`config.mk`:
```
export PLATFORM = sky130hd
export DESIGN_NAME = buzz_tone_gen
export DESIGN_NICKNAME = d
export VERILOG_FILES = /design/src/rtl/buzz_pkg.sv /design/src/rtl/stamp_divider.sv /design/src/rtl/buzz_tone_gen.sv
export SDC_FILE = /design/constraint.sdc
export NUM_CORES = 1
export LEC_CHECK = 0
export ABC_CLOCK_PERIOD_IN_PS = 2300
export CAP_MARGIN = 20
export CORE_MARGIN = 4
export CORE_UTILIZATION = 40
export CTS_CLUSTER_DIAMETER = 60
export CTS_CLUSTER_SIZE = 25
export DETAILED_ROUTE_END_ITERATION = 6
export DONT_BUFFER_PORTS = 1
export REMOVE_ABC_BUFFERS = 1
export SETUP_SLACK_MARGIN = 0.4
export SYNTH_ARGS = -nofsm -noshare
export SYNTH_HDL_FRONTEND = slang
export SYNTH_SLANG_ARGS = --single-unit
```
`constraint.sdc`:
```
create_clock -name clk -period 2.3 [get_ports clk]
set_input_delay 0.46 -clock clk [delete_from_list [all_inputs] [get_ports clk]]
set_output_delay 0.46 -clock clk [all_outputs]
set_load 0.05 [all_outputs]
```
`src/rtl/buzz_pkg.sv`:
```
// Shared constants for the Pong audio/timebase block: clock rate, tone words
// and the default time-stamp divider.
package buzz_pkg;

    localparam int unsigned CLK_HZ       = 100_000_000;
    localparam int unsigned HALF_W_DEF   = 22;
    localparam int unsigned TS_W_DEF     = 4;
    localparam int unsigned TICK_DIV_DEF = CLK_HZ;

    // 400 Hz hit tone: 100 MHz / (2 * 125000)
    localparam logic [21:0] TONE_HIT = 22'd125000;
    localparam logic [21:0] TONE_OFF = 22'd0;

    // Prescaler width for a given divider; never narrower than one bit.
    function automatic int unsigned pre_width(input int unsigned div);
        return (div <= 1) ? 1 : $clog2(div);
    endfunction

endpackage

```
`src/rtl/stamp_divider.sv`:
```
// Slow free-running time stamp: advances once every TICK_DIV clk cycles and
// wraps modulo 2^TS_W.
module stamp_divider
    import buzz_pkg::*;
#(
    parameter int unsigned TICK_DIV = TICK_DIV_DEF,
    parameter int unsigned TS_W     = TS_W_DEF
) (
    input  logic            clk,
    input  logic            reset,
    output logic [TS_W-1:0] time_stamp
);

    localparam int unsigned      PRE_W    = pre_width(TICK_DIV);
    localparam logic [PRE_W-1:0] PRE_LAST = PRE_W'(TICK_DIV - 1);

    logic [PRE_W-1:0] prescaler;
    logic [PRE_W-1:0] prescaler_next;
    logic [TS_W-1:0]  time_stamp_next;

    always_comb begin
        prescaler_next  = prescaler + PRE_W'(1);
        time_stamp_next = time_stamp;
        if (prescaler == PRE_LAST) begin
            prescaler_next  = '0;
            time_stamp_next = time_stamp + TS_W'(1);
        end
    end

    always_ff @(posedge clk or posedge reset) begin
        if (reset) begin
            prescaler  <= '0;
            time_stamp <= '0;
        end else begin
            prescaler  <= prescaler_next;
            time_stamp <= time_stamp_next;
        end
    end

endmodule

```
`src/rtl/buzz_tone_gen.sv`:
```
// Pong buzzer: square wave with a half-period of `counter` clk cycles (0 = silent),
// plus a slow free-running time stamp.
module buzz_tone_gen
    import buzz_pkg::*;
#(
    parameter int unsigned HALF_W   = HALF_W_DEF,
    parameter int unsigned TICK_DIV = TICK_DIV_DEF,
    parameter int unsigned TS_W     = TS_W_DEF
) (
    input  logic              clk,
    input  logic              reset,
    input  logic [HALF_W-1:0] counter,
    output logic              sound,
    output logic [TS_W-1:0]   time_stamp
);

    logic [HALF_W-1:0] tcnt;
    logic [HALF_W-1:0] tcnt_next;
    logic              sound_next;

    // The >= compare lets a lowered counter end the half-period at once
    // instead of letting tcnt run on and wrap.
    always_comb begin
        tcnt_next  = tcnt + HALF_W'(1);
        sound_next = sound;
        if (counter == '0) begin
            tcnt_next  = '0;
            sound_next = 1'b0;
        end else if (tcnt >= counter - HALF_W'(1)) begin
            tcnt_next  = '0;
            sound_next = ~sound;
        end
    end

    always_ff @(posedge clk or posedge reset) begin
        if (reset) begin
            tcnt  <= '0;
            sound <= 1'b0;
        end else begin
            tcnt  <= tcnt_next;
            sound <= sound_next;
        end
    end

    stamp_divider #(
        .TICK_DIV (TICK_DIV),
        .TS_W     (TS_W)
    ) u_stamp_divider (
        .clk        (clk),
        .reset      (reset),
        .time_stamp (time_stamp)
    );

endmodule

```
Yosys cells after proc, flatten, opt, wreduce, memory -nomap -nowiden
Index checks and enable logic that the tools add are counted.
Storage, ports and cells
  bits in registers: 54
  output and inout port bits: 5
  input bits: 24
Operators by class
  muxes and demuxes: 5
  equal/unequal tests: 1
  $lt $le $gt $ge: 1
  add/subtract/negate cells: 4
  bitwise gates (word level): 1
  reduce and logical (&&, ||, !) cells: 2
Operators with widths (number)
  22-bit two-way mux: 2
  27-bit by 1-bit adder with 27-bit output, second input constant: 1
  27-bit == test, second input constant: 1
  27-bit two-way mux: 1
  22-bit by 1-bit adder with 22-bit output, second input constant: 1
  22-bit >= comparator: 1
  22-bit logical NOT: 1
  22-bit by 1-bit subtractor with 22-bit output, second input constant: 1
  4-bit by 1-bit adder with 4-bit output, second input constant: 1
  1-bit two-way mux: 2
  2-bit nonzero test: 1
  1-bit inverter: 1

Longest topological paths before layout
Gate-level depths: netlist (run 1).
  word-level depth: 4
  mapped depth: 14
  depth with buffers taken out: 13

Hierarchy
Synthesis (run 1) repeated with hierarchy kept, for this count alone.
Second synthesis, totals
  cell total of the unflattened synthesis: 362
  area total of the unflattened synthesis: 3517.1 um^2
By module, submodules not included
  buzz_tone_gen: instances 1, cells each 220, area each 1979.4 um^2, sequential area each 575.6 um^2
  stamp_divider: instances 1, cells each 142, area each 1537.7 um^2, sequential area each 775.7 um^2

Worst setup path before layout (run 1)
Ideal clock, no wire load.
  kind: in2reg
  start: input counter[0]
  end: register tcnt[10]
  library setup time: 0.136 ns
  data required time: 2.164 ns
  cell stages on the path: 14
  data arrival time: 3.323 ns
  slack: -1.159 ns
  cell sequence: inv_1 > ha_1 > nand3b_1 > or4_1 > or3_1 > nor3_1 > xnor2_1 > ha_1 > a21oi_1 > a21oi_1 > a211oi_1 > o311ai_1 > clkbuf_1 > nor3_1
On the way
  cells in the longest elaborated chain, start to end: 4
RTL lines
  start, declared: line buzz_tone_gen.sv:12  | input logic [HALF_W-1:0] counter,
  22-bit by 1-bit subtractor with 22-bit output: line buzz_tone_gen.sv:29  | end else if (tcnt >= counter - HALF_W'(1)) begin
  22-bit >= comparator: line buzz_tone_gen.sv:29
  22-bit two-way mux: line buzz_tone_gen.sv:29
  22-bit two-way mux *: line buzz_tone_gen.sv:26  | if (counter == '0) begin
  via tcnt_next[10]: line buzz_tone_gen.sv:18  | logic [HALF_W-1:0] tcnt_next;
  end signal, assigned: line buzz_tone_gen.sv:40  | tcnt <= tcnt_next;
  end, declared: line buzz_tone_gen.sv:17  | logic [HALF_W-1:0] tcnt;
Mark *: on every way through the listed nets, which the timed path passes. The rest lies on a longest branch.
A chain may end at the register's enable or synchronous reset.

Worst setup path in the final report (run 1)
  start: input counter[0]
  end: register sound
On the way
  cells in the longest elaborated chain, start to end: 3
RTL lines
  22-bit by 1-bit subtractor with 22-bit output: line buzz_tone_gen.sv:29
  22-bit >= comparator: line buzz_tone_gen.sv:29
  2-bit nonzero test (no source line)
  end signal, assigned: line buzz_tone_gen.sv:41  | sound <= sound_next;
  end, declared: line buzz_tone_gen.sv:13  | output logic sound,
Several ways; a longest one is shown, not always the timed one.

==> insert_results.sql, run 1 <==
INSERT INTO impl_metrics (metric_group, metric, value, unit) VALUES
('detailed_routing', 'drtIter0Drc', '54', ''),
('placed_design', 'port_buffers', '0', ''),
('global_routing', 'grt_antenna_before_repair', '0', ''),
('pwr', 'switching_power_as_a_share_of_total_power', '30.8', '%'),
('detailed_routing', 'antenna_left', '0', ''),
('timing', 'setup_viol_count_final', '23', ''),
('worst_setup_path', 'setup.worst_path.start_class', 'primary input', ''),
('yosys', 'synth_cells', '349', ''),
('clock_network', 'clk_transition_reported_paths', '0.10', 'ns'),
('worst_setup_path', 'critPathCapture', 'sound', ''),
('clock_network', 'later_pin_clock_latency_in_the_skew_report', '0.31', 'ns'),
('final_layout', 'ff_latch_area', '1350', 'sq um'),
('yosys', 'synthesis.area', '3310', 'sq um'),
('worst_setup_path', 'critical_path_required', '2.50', 'ns'),
('floorplan', 'dieArea', '9800', 'sq um'),
('clock_network', 'master_cell_of_the_clock_root_buffer', 'sky130_fd_sc_hd__clkbuf_8', ''),
('final_layout', 'final_layout_size_suffix_gt1_share', '26.1', '%'),
('worst_setup_path', 'worst-endpoint-arrival', '3.08', 'ns'),
('run_status', 'violated_checks', 'negative setup slack', ''),
('global_routing', 'grt_pass1_vias', '2726', ''),
('flow_run', 'drv_cap', '0', ''),
('timing', 'final.setup.worst_slack', '-0.583', 'ns'),
('detailed_routing', 'routedWlPerCell', '14.3', 'microns'),
('timing', 'final.period_utilization', '125', '%'),
('timing', 'hold_viol_final', '0', ''),
('detailed_routing', 'detail_route.wirelength', '6900', 'microns'),
('final_layout', 'final_core_utilization', '52.3', '%'),
('pwr', 'p_seq_share', '49.6', '%'),
('clock_network', 'cts-buffers-inserted', '5', ''),
('pwr', 'clkPwrFrac', '25.8', '%'),
('clock_network', 'tritoncts_clock_tree', 'done', ''),
('yosys', 'yosys.cell_count.top_type', 'sky130_fd_sc_hd__dfrtp_1', ''),
('clock_network', 'postCtsHoldBufs', '0', ''),
('yosys', 'yosys.cell_types.count', '35', ''),
('timing', 'max_slew_margin', '61.0', '%'),
('yosys', 'synth-async-reset-ratio', '100', '%'),
('floorplan', 'chipWidth', '99.0', 'microns'),
('yosys', 'ys_dominant_reg_cell', 'sky130_fd_sc_hd__dfrtp_1', ''),
('timing', 'fin_setup_tns', '-11.94', 'ns'),
('timing', 'final.setup_skew', '0.0125', 'ns'),
('placed_design', 'dp_cells', '469', ''),
('final_layout', 'layout-area-overhead-vs-synth', '24.4', '%'),
('worst_setup_path', 'worst-path-max-fanout', '4', ''),
('yosys', 'yosysTopAreaCell', 'sky130_fd_sc_hd__dfrtp_1', ''),
('pwr', 'power.leakage', '0.00179', 'uW'),
('placed_design', 'dp_hpwl', '4920', 'microns'),
('pwr', 'netSwitchingPower', '756', 'uW'),
('global_routing', 'grt_first_pass_wirelength', '12100', 'microns'),
('final_layout', 'instances_no_fill', '482', ''),
('yosys', 'postSynthRegisterBits', '54', ''),
('pwr', 'power-per-cell-area', '595', 'nW/um^2'),
('clock_network', 'cts.sink_count', '54', ''),
('global_routing', 'grt_usage', '14.8', '%'),
('yosys', 'synth-seq-area-share', '40.8', '%'),
('pwr', 'cellInternalPower', '1700', 'uW'),
('yosys', 'synth.top_cells.by_area', 'sky130_fd_sc_hd__dfrtp_1 41%, sky130_fd_sc_hd__ha_1 9.8%, sky130_fd_sc_hd__xnor2_1 9.5%, sky130_fd_sc_hd__xor2_1 8.2%, sky130_fd_sc_hd__nor3_1 4.8%', ''),
('timing', 'max_slew.worst_pin.slew', '0.585', 'ns'),
('worst_setup_path', 'r2r-end', 'sound', ''),
('floorplan', 'die_h', '99.0', 'microns'),
('pwr', 'p_comb_share', '24.6', '%'),
('clock_network', 'clock_tree.buffer_depth', '2', ''),
('timing', 'fmax', '0.347', 'GHz'),
('final_layout', 'fin_nets', '429', ''),
('yosys', 'post_syn_area_per_cell', '9.49', 'sq um'),
('yosys', 'cell_types_with_the_highest_counts_after_synthesis', '54 x sky130_fd_sc_hd__dfrtp_1, 40 x sky130_fd_sc_hd__nor2_1, 36 x sky130_fd_sc_hd__xnor2_1', ''),
('detailed_routing', 'post-route-drc-count', '0', ''),
('run_status', 'outcome', 'complete, but fails checks', ''),
('pwr', 'ir_worst_vdd', '0.298', 'mV'),
('worst_setup_path', 'worstSetupPathType', 'primary input to flop', ''),
('placed_design', 'gp_routability_congestion', '0.848', ''),
('worst_setup_path', 'crit_end_element', 'flop', '');
[cells by family (layout without fill, tap and decap cells)]
kind of cell	Yosys count	after routing	share of synthesized area [%]
adder cells (fa/ha/maj)	26	26	9.82
multiplexers	2	2	0.680
buffers and inverters	13	44	1.55
XOR/XNOR	67	67	17.7
AO/OA/AOI/OAI	18	18	3.66
flip-flops	54	54	40.8
AND/OR/NAND/NOR	169	169	25.8
[critical path: stages]
cell and delay (ns):
sky130_fd_sc_hd__clkinv_16 0.02, sky130_fd_sc_hd__ha_4 0.12, sky130_fd_sc_hd__nand3b_1 0.09, sky130_fd_sc_hd__or4_4 0.45
sky130_fd_sc_hd__or3_4 0.37, sky130_fd_sc_hd__nor3_4 0.12, sky130_fd_sc_hd__xnor2_1 0.08, sky130_fd_sc_hd__ha_1 0.35
sky130_fd_sc_hd__nand3_2 0.10, sky130_fd_sc_hd__a21oi_2 0.14, sky130_fd_sc_hd__a211oi_2 0.06, sky130_fd_sc_hd__o311ai_4 0.38
sky130_fd_sc_hd__mux2_4 0.34
[power by group through the flow]
stage	clock, uW	sequential [uW]	combinational, uW
after floorplan	0	1190	348
after global placement	0	1230	429
after detailed placement	0	1230	454
after CTS	654	1210	542
after global routing	694	1240	685
final	632	1220	603
[stage by stage]
stage / setup WS, ns / cell area, sq um / hold WS, ns / power, uW
global route: -0.704 / 4120 / 0.100 / 2620
finish: -0.583 / 4120 / 0.0553 / 2450
detailed placement: -1.13 / 3610 / 0.413 / 1690
global placement: -1.23 / 3610 / 0.406 / 1660
CTS: -0.597 / 3980 / 0.0701 / 2410
floorplan: -2.16 / 3280 / 0.448 / 1540
[state kept, by name, summed over array words and instances, names as in the netlist]
signal	count
u_stamp_divider.time_stamp	4
sound	1
tcnt	22
u_stamp_divider.prescaler	27
[layout by cell type (no fill, tap or decap), types with 5 or more instances in the layout]
cell,n
sky130_fd_sc_hd__dfrtp_1,54
sky130_fd_sc_hd__xnor2_1,36
sky130_fd_sc_hd__nor2_1,34
sky130_fd_sc_hd__xor2_1,31
sky130_fd_sc_hd__nand2_1,27
sky130_fd_sc_hd__ha_1,25
sky130_fd_sc_hd__buf_4,24
sky130_fd_sc_hd__nor3_2,23
sky130_fd_sc_hd__nand3_1,17
sky130_fd_sc_hd__and3_1,13
sky130_fd_sc_hd__nand4_1,8
sky130_fd_sc_hd__buf_6,6
sky130_fd_sc_hd__nor3_1,5
sky130_fd_sc_hd__nor3_4,5
sky130_fd_sc_hd__clkbuf_8,5
[final cells by class]
cell class                      instances  share of cell area (%)
Clock buffer                            6                    1.76
Inverter                                6                    1.31
Multi-Input combinational cell        282                    54.1
Sequential cell                        54                    32.8
Clock inverter                          2                   0.911
Timing Repair Buffer                   30                    6.01
Tap cell                              102                    3.10
[how the worst min path moves through the flow]
| stage | slack, ns | to | start | cells past startpoint |
|---|---|---|---|---|
| 2_1_floorplan | 0.45 | u_stamp_divider.prescaler[0] | u_stamp_divider.prescaler[0] | 1 |
| 3_3_place_gp | 0.41 | u_stamp_divider.time_stamp[0] | reset | 1 |
| 3_5_place_dp | 0.41 | u_stamp_divider.time_stamp[2] | reset | 1 |
| 4_1_cts | 0.07 | u_stamp_divider.time_stamp[3] | reset | 1 |
| 5_1_grt | 0.10 | u_stamp_divider.time_stamp[3] | reset | 1 |
| 6_report | 0.06 | tcnt[21] | reset | 1 |
[metal layers]
metal / vias up / GRT usage [%] / routed length (microns)
met5: - / 0 / 0
met1: 1224 / 19.1 / 3190
met4: 0 / 3.89 / 62
met2: 42 / 25.3 / 3360
met3: 6 / 2.83 / 286
li1: 1281 / - / -
[timing repair]
action | 4_1_cts | 5_1_grt
setup buffers | 3 | 1
resized for setup | 54 | 29
endpoints found under the setup margin | 30 | 40
pin swaps | 27 | 21
gates cloned | 1 | 0
(Power assumes the default switching activity.)
==> run 2, diff against run 1 <==
HOLD_SLACK_MARGIN = 0.1   (was not set)
PLACE_DENSITY_LB_ADDON = 0.08   (was not set)
==> insert_results.sql, run 2 (synthesis results as in run 1) <==
INSERT INTO impl_metrics (metric_group, metric, value, unit) VALUES
('run_status', 'outcome', 'complete, but fails checks', ''),
('run_status', 'violated_checks', 'negative setup slack', ''),
('worst_setup_path', 'regToRegStartpoint', 'tcnt[0]', ''),
('worst_setup_path', 'setup.worst_path.start_class', 'primary input', ''),
('worst_setup_path', 'worst-path-max-fanout', '5', ''),
('timing', 'setup_viol_count_final', '23', ''),
('worst_setup_path', 'worst_setup_startpoint', 'counter[1]', ''),
('final_layout', 'registers.top_by_ff_count', 'u_stamp_divider.prescaler', ''),
('hold_path', 'timing.hold.worst.class', 'primary input to async pin', ''),
('floorplan', 'pin_count', '29', ''),
('placed_design', 'placed_area', '3600', 'sq um'),
('timing', 'hold_viol_final', '0', ''),
('timing', 'final.setup.worst_slack', '-0.637', 'ns'),
('clock_network', 'clock_tree.buffer_depth', '2', ''),
('final_layout', 'largest_reg_flops', '27', ''),
('placed_design', 'dp_hpwl', '5010', 'microns'),
('worst_setup_path', 'timing.reg2reg.worst_path_depth', '9', ''),
('detailed_routing', 'drtIter0Drc', '37', ''),
('timing', 'max_slew_margin', '59.4', '%'),
('floorplan', 'floorplan.initialDensity', '42.0', '%'),
('clock_network', 'cts.sink_count', '54', ''),
('clock_network', 'tritoncts_clock_tree', 'done', ''),
('floorplan', 'chipWidth', '99.0', 'microns'),
('final_layout', 'fillCellCount', '713', ''),
('worst_setup_path', 'worstSetupPathType', 'primary input to flop', ''),
('placed_design', 'gp_routability_congestion', '0.808', ''),
('worst_setup_path', 'r2r-end', 'tcnt[3]', ''),
('detailed_routing', 'antenna_left', '0', ''),
('worst_setup_path', 'critical_path_required', '2.50', 'ns'),
('floorplan', 'placement_rows', '32', ''),
('global_routing', 'grt_start_max_net_pins', '31', ''),
('timing', 'final.period_utilization', '128', '%'),
('timing', 'setup_repair_after_global_routing_missed_its_margin', 'yes', ''),
('placed_design', 'port_buffers', '0', ''),
('pwr', 'power.total', '2470', 'uW'),
('final_layout', 'num_antenna_cells', '0', ''),
('timing', 'finalWorstPathRequiredPeriod', '2.94', 'ns'),
('detailed_routing', 'routed-via-count', '2489', ''),
('global_routing', 'grt_overflow', '0', ''),
('timing', 'fmax', '0.340', 'GHz'),
('final_layout', 'final_layout_size_suffix_gt1_share', '26.2', '%'),
('final_layout', 'layout_commonest_cell', 'sky130_fd_sc_hd__dfrtp_1', ''),
('global_routing', 'grt_first_pass_wirelength', '11900', 'microns'),
('pwr', 'ir_worst_vdd', '0.315', 'mV'),
('global_routing', 'grt_pass1_vias', '2560', ''),
('final_layout', 'layout-area-overhead-vs-synth', '26.1', '%'),
('final_layout', 'final_area', '4180', 'sq um'),
('timing', 'max_slew.worst_pin.slew', '0.609', 'ns'),
('clock_network', 'later_pin_clock_latency_in_the_skew_report', '0.30', 'ns'),
('placed_design', 'dp_cells', '468', ''),
('clock_network', 'cts-buffers-inserted', '5', ''),
('final_layout', 'reg_top3', 'u_stamp_divider.prescaler: 27 flops, tcnt: 22 flops, u_stamp_divider.time_stamp: 4 flops', ''),
('worst_setup_path', 'critPathCapture', 'sound', ''),
('final_layout', 'fin_nets', '427', ''),
('timing', 'final.setup_skew', '0.0140', 'ns'),
('detailed_routing', 'routedWlPerCell', '14.2', 'microns'),
('clock_network', 'clk_transition_reported_paths', '0.10', 'ns'),
('flow_run', 'drv_cap', '0', ''),
('timing', 'fin_setup_tns', '-13.12', 'ns'),
('final_layout', 'mostFrequentLayoutCells', '53 x sky130_fd_sc_hd__dfrtp_1, 35 x sky130_fd_sc_hd__xnor2_1, 34 x sky130_fd_sc_hd__nor2_1, 31 x sky130_fd_sc_hd__xor2_1, 27 x sky130_fd_sc_hd__nand2_1', ''),
('clock_network', 'ctsHtreeMaxLevel', '2', ''),
('worst_setup_path', 'crit_end_element', 'flop', ''),
('floorplan', 'core_region_area', '7890', 'sq um'),
('detailed_routing', 'viasPerCell', '5.19', ''),
('final_layout', 'instances_no_fill', '480', ''),
('worst_setup_path', 'worst-endpoint-arrival', '3.13', 'ns'),
('floorplan', 'die_h', '99.0', 'microns'),
('detailed_routing', 'drt_pre_antenna_iters', '6', ''),
('clock_network', 'master_cell_of_the_clock_root_buffer', 'sky130_fd_sc_hd__clkbuf_8', ''),
('detailed_routing', 'post-route-drc-count', '0', ''),
('worst_setup_path', 'setup.reg_to_reg.worst_slack', '0.18', 'ns'),
('pwr', 'power.leakage', '0.00179', 'uW'),
('clock_network', 'postCtsHoldBufs', '0', ''),
('detailed_routing', 'detail_route.wirelength', '6810', 'microns'),
('pwr', 'power-per-cell-area', '591', 'nW/um^2'),
('global_routing', 'grt_antenna_before_repair', '0', ''),
('timing', 'finalMaxSlewViolations', '0', ''),
('placed_design', 'dp_slack', '-1.53', 'ns'),
('global_routing', 'grt_usage', '14.6', '%'),
('floorplan', 'dieArea', '9800', 'sq um');
==> run 2: report_power, final <==
part	switching (uW)	internal, uW	leakage (uW)
sequential	167	1050	0.000723
clock	292	326	0.0000524
combinational	298	338	0.00102
total	756	1710	0.00179
==> run 2: layout make-up <==
cell class	count	area [sq um]	area share, %
flip-flops and latches	54	1350	32.4
multi-input cells	282	2300	55.0
well taps	102	128	3.06
repair buffers	28	229	5.48
inverters	6	61.3	1.47
clock inverters	1	30.0	0.719
clock buffers	7	76.3	1.83
==> run 2: critical path, cell delays in order <==
cell                        delay (ns)
sky130_fd_sc_hd__clkinv_16        0.02
sky130_fd_sc_hd__ha_4             0.12
sky130_fd_sc_hd__nand3b_1         0.10
sky130_fd_sc_hd__or4_4            0.45
sky130_fd_sc_hd__or3_4            0.36
sky130_fd_sc_hd__buf_4            0.14
sky130_fd_sc_hd__xor2_1           0.14
sky130_fd_sc_hd__ha_1             0.32
sky130_fd_sc_hd__nand3_4          0.09
sky130_fd_sc_hd__nor4_4           0.32
sky130_fd_sc_hd__o21ai_2          0.13
sky130_fd_sc_hd__o311ai_4         0.14
sky130_fd_sc_hd__mux2_4           0.34
==> run 2: how the worst min path moves through the flow <==
stage	startpoint	endpoint	slack, ns	depth (start not counted)
final	reset	u_stamp_divider.time_stamp[1]	0.10	1
after global routing	reset	u_stamp_divider.time_stamp[1]	0.14	1
after CTS	reset	u_stamp_divider.time_stamp[1]	0.12	1
after detailed placement	reset	u_stamp_divider.time_stamp[1]	0.46	1
after global placement	reset	u_stamp_divider.time_stamp[1]	0.46	1
after floorplan	u_stamp_divider.prescaler[0]	u_stamp_divider.prescaler[0]	0.45	1
==> run 2: per-stage QoR <==
stage / util, % / hold slack, ns
after floorplan: - / 0.448
after global routing: 52.9 / 0.139
after global placement: 45.6 / 0.463
after CTS: 49.4 / 0.122
after detailed placement: 45.6 / 0.459
final: 52.9 / 0.104
==> run 2: metal layers <==
metal  wire length [microns]  GRT usage, %  vias up
met5                       0             0        -
met3                     266          2.41        6
met4                      67          3.57        0
met2                    3330          24.5       42
li1                        -             -     1275
met1                    3150          19.7     1166
==> run 2: timing repair <==
| item | in CTS | in global routing |
|---|---|---|
| resized for setup | 40 | 53 |
| setup buffers | 2 | 1 |
| cloned | 1 | 0 |
| pin swaps | 15 | 28 |
| setup endpoints to repair | 23 | 43 |
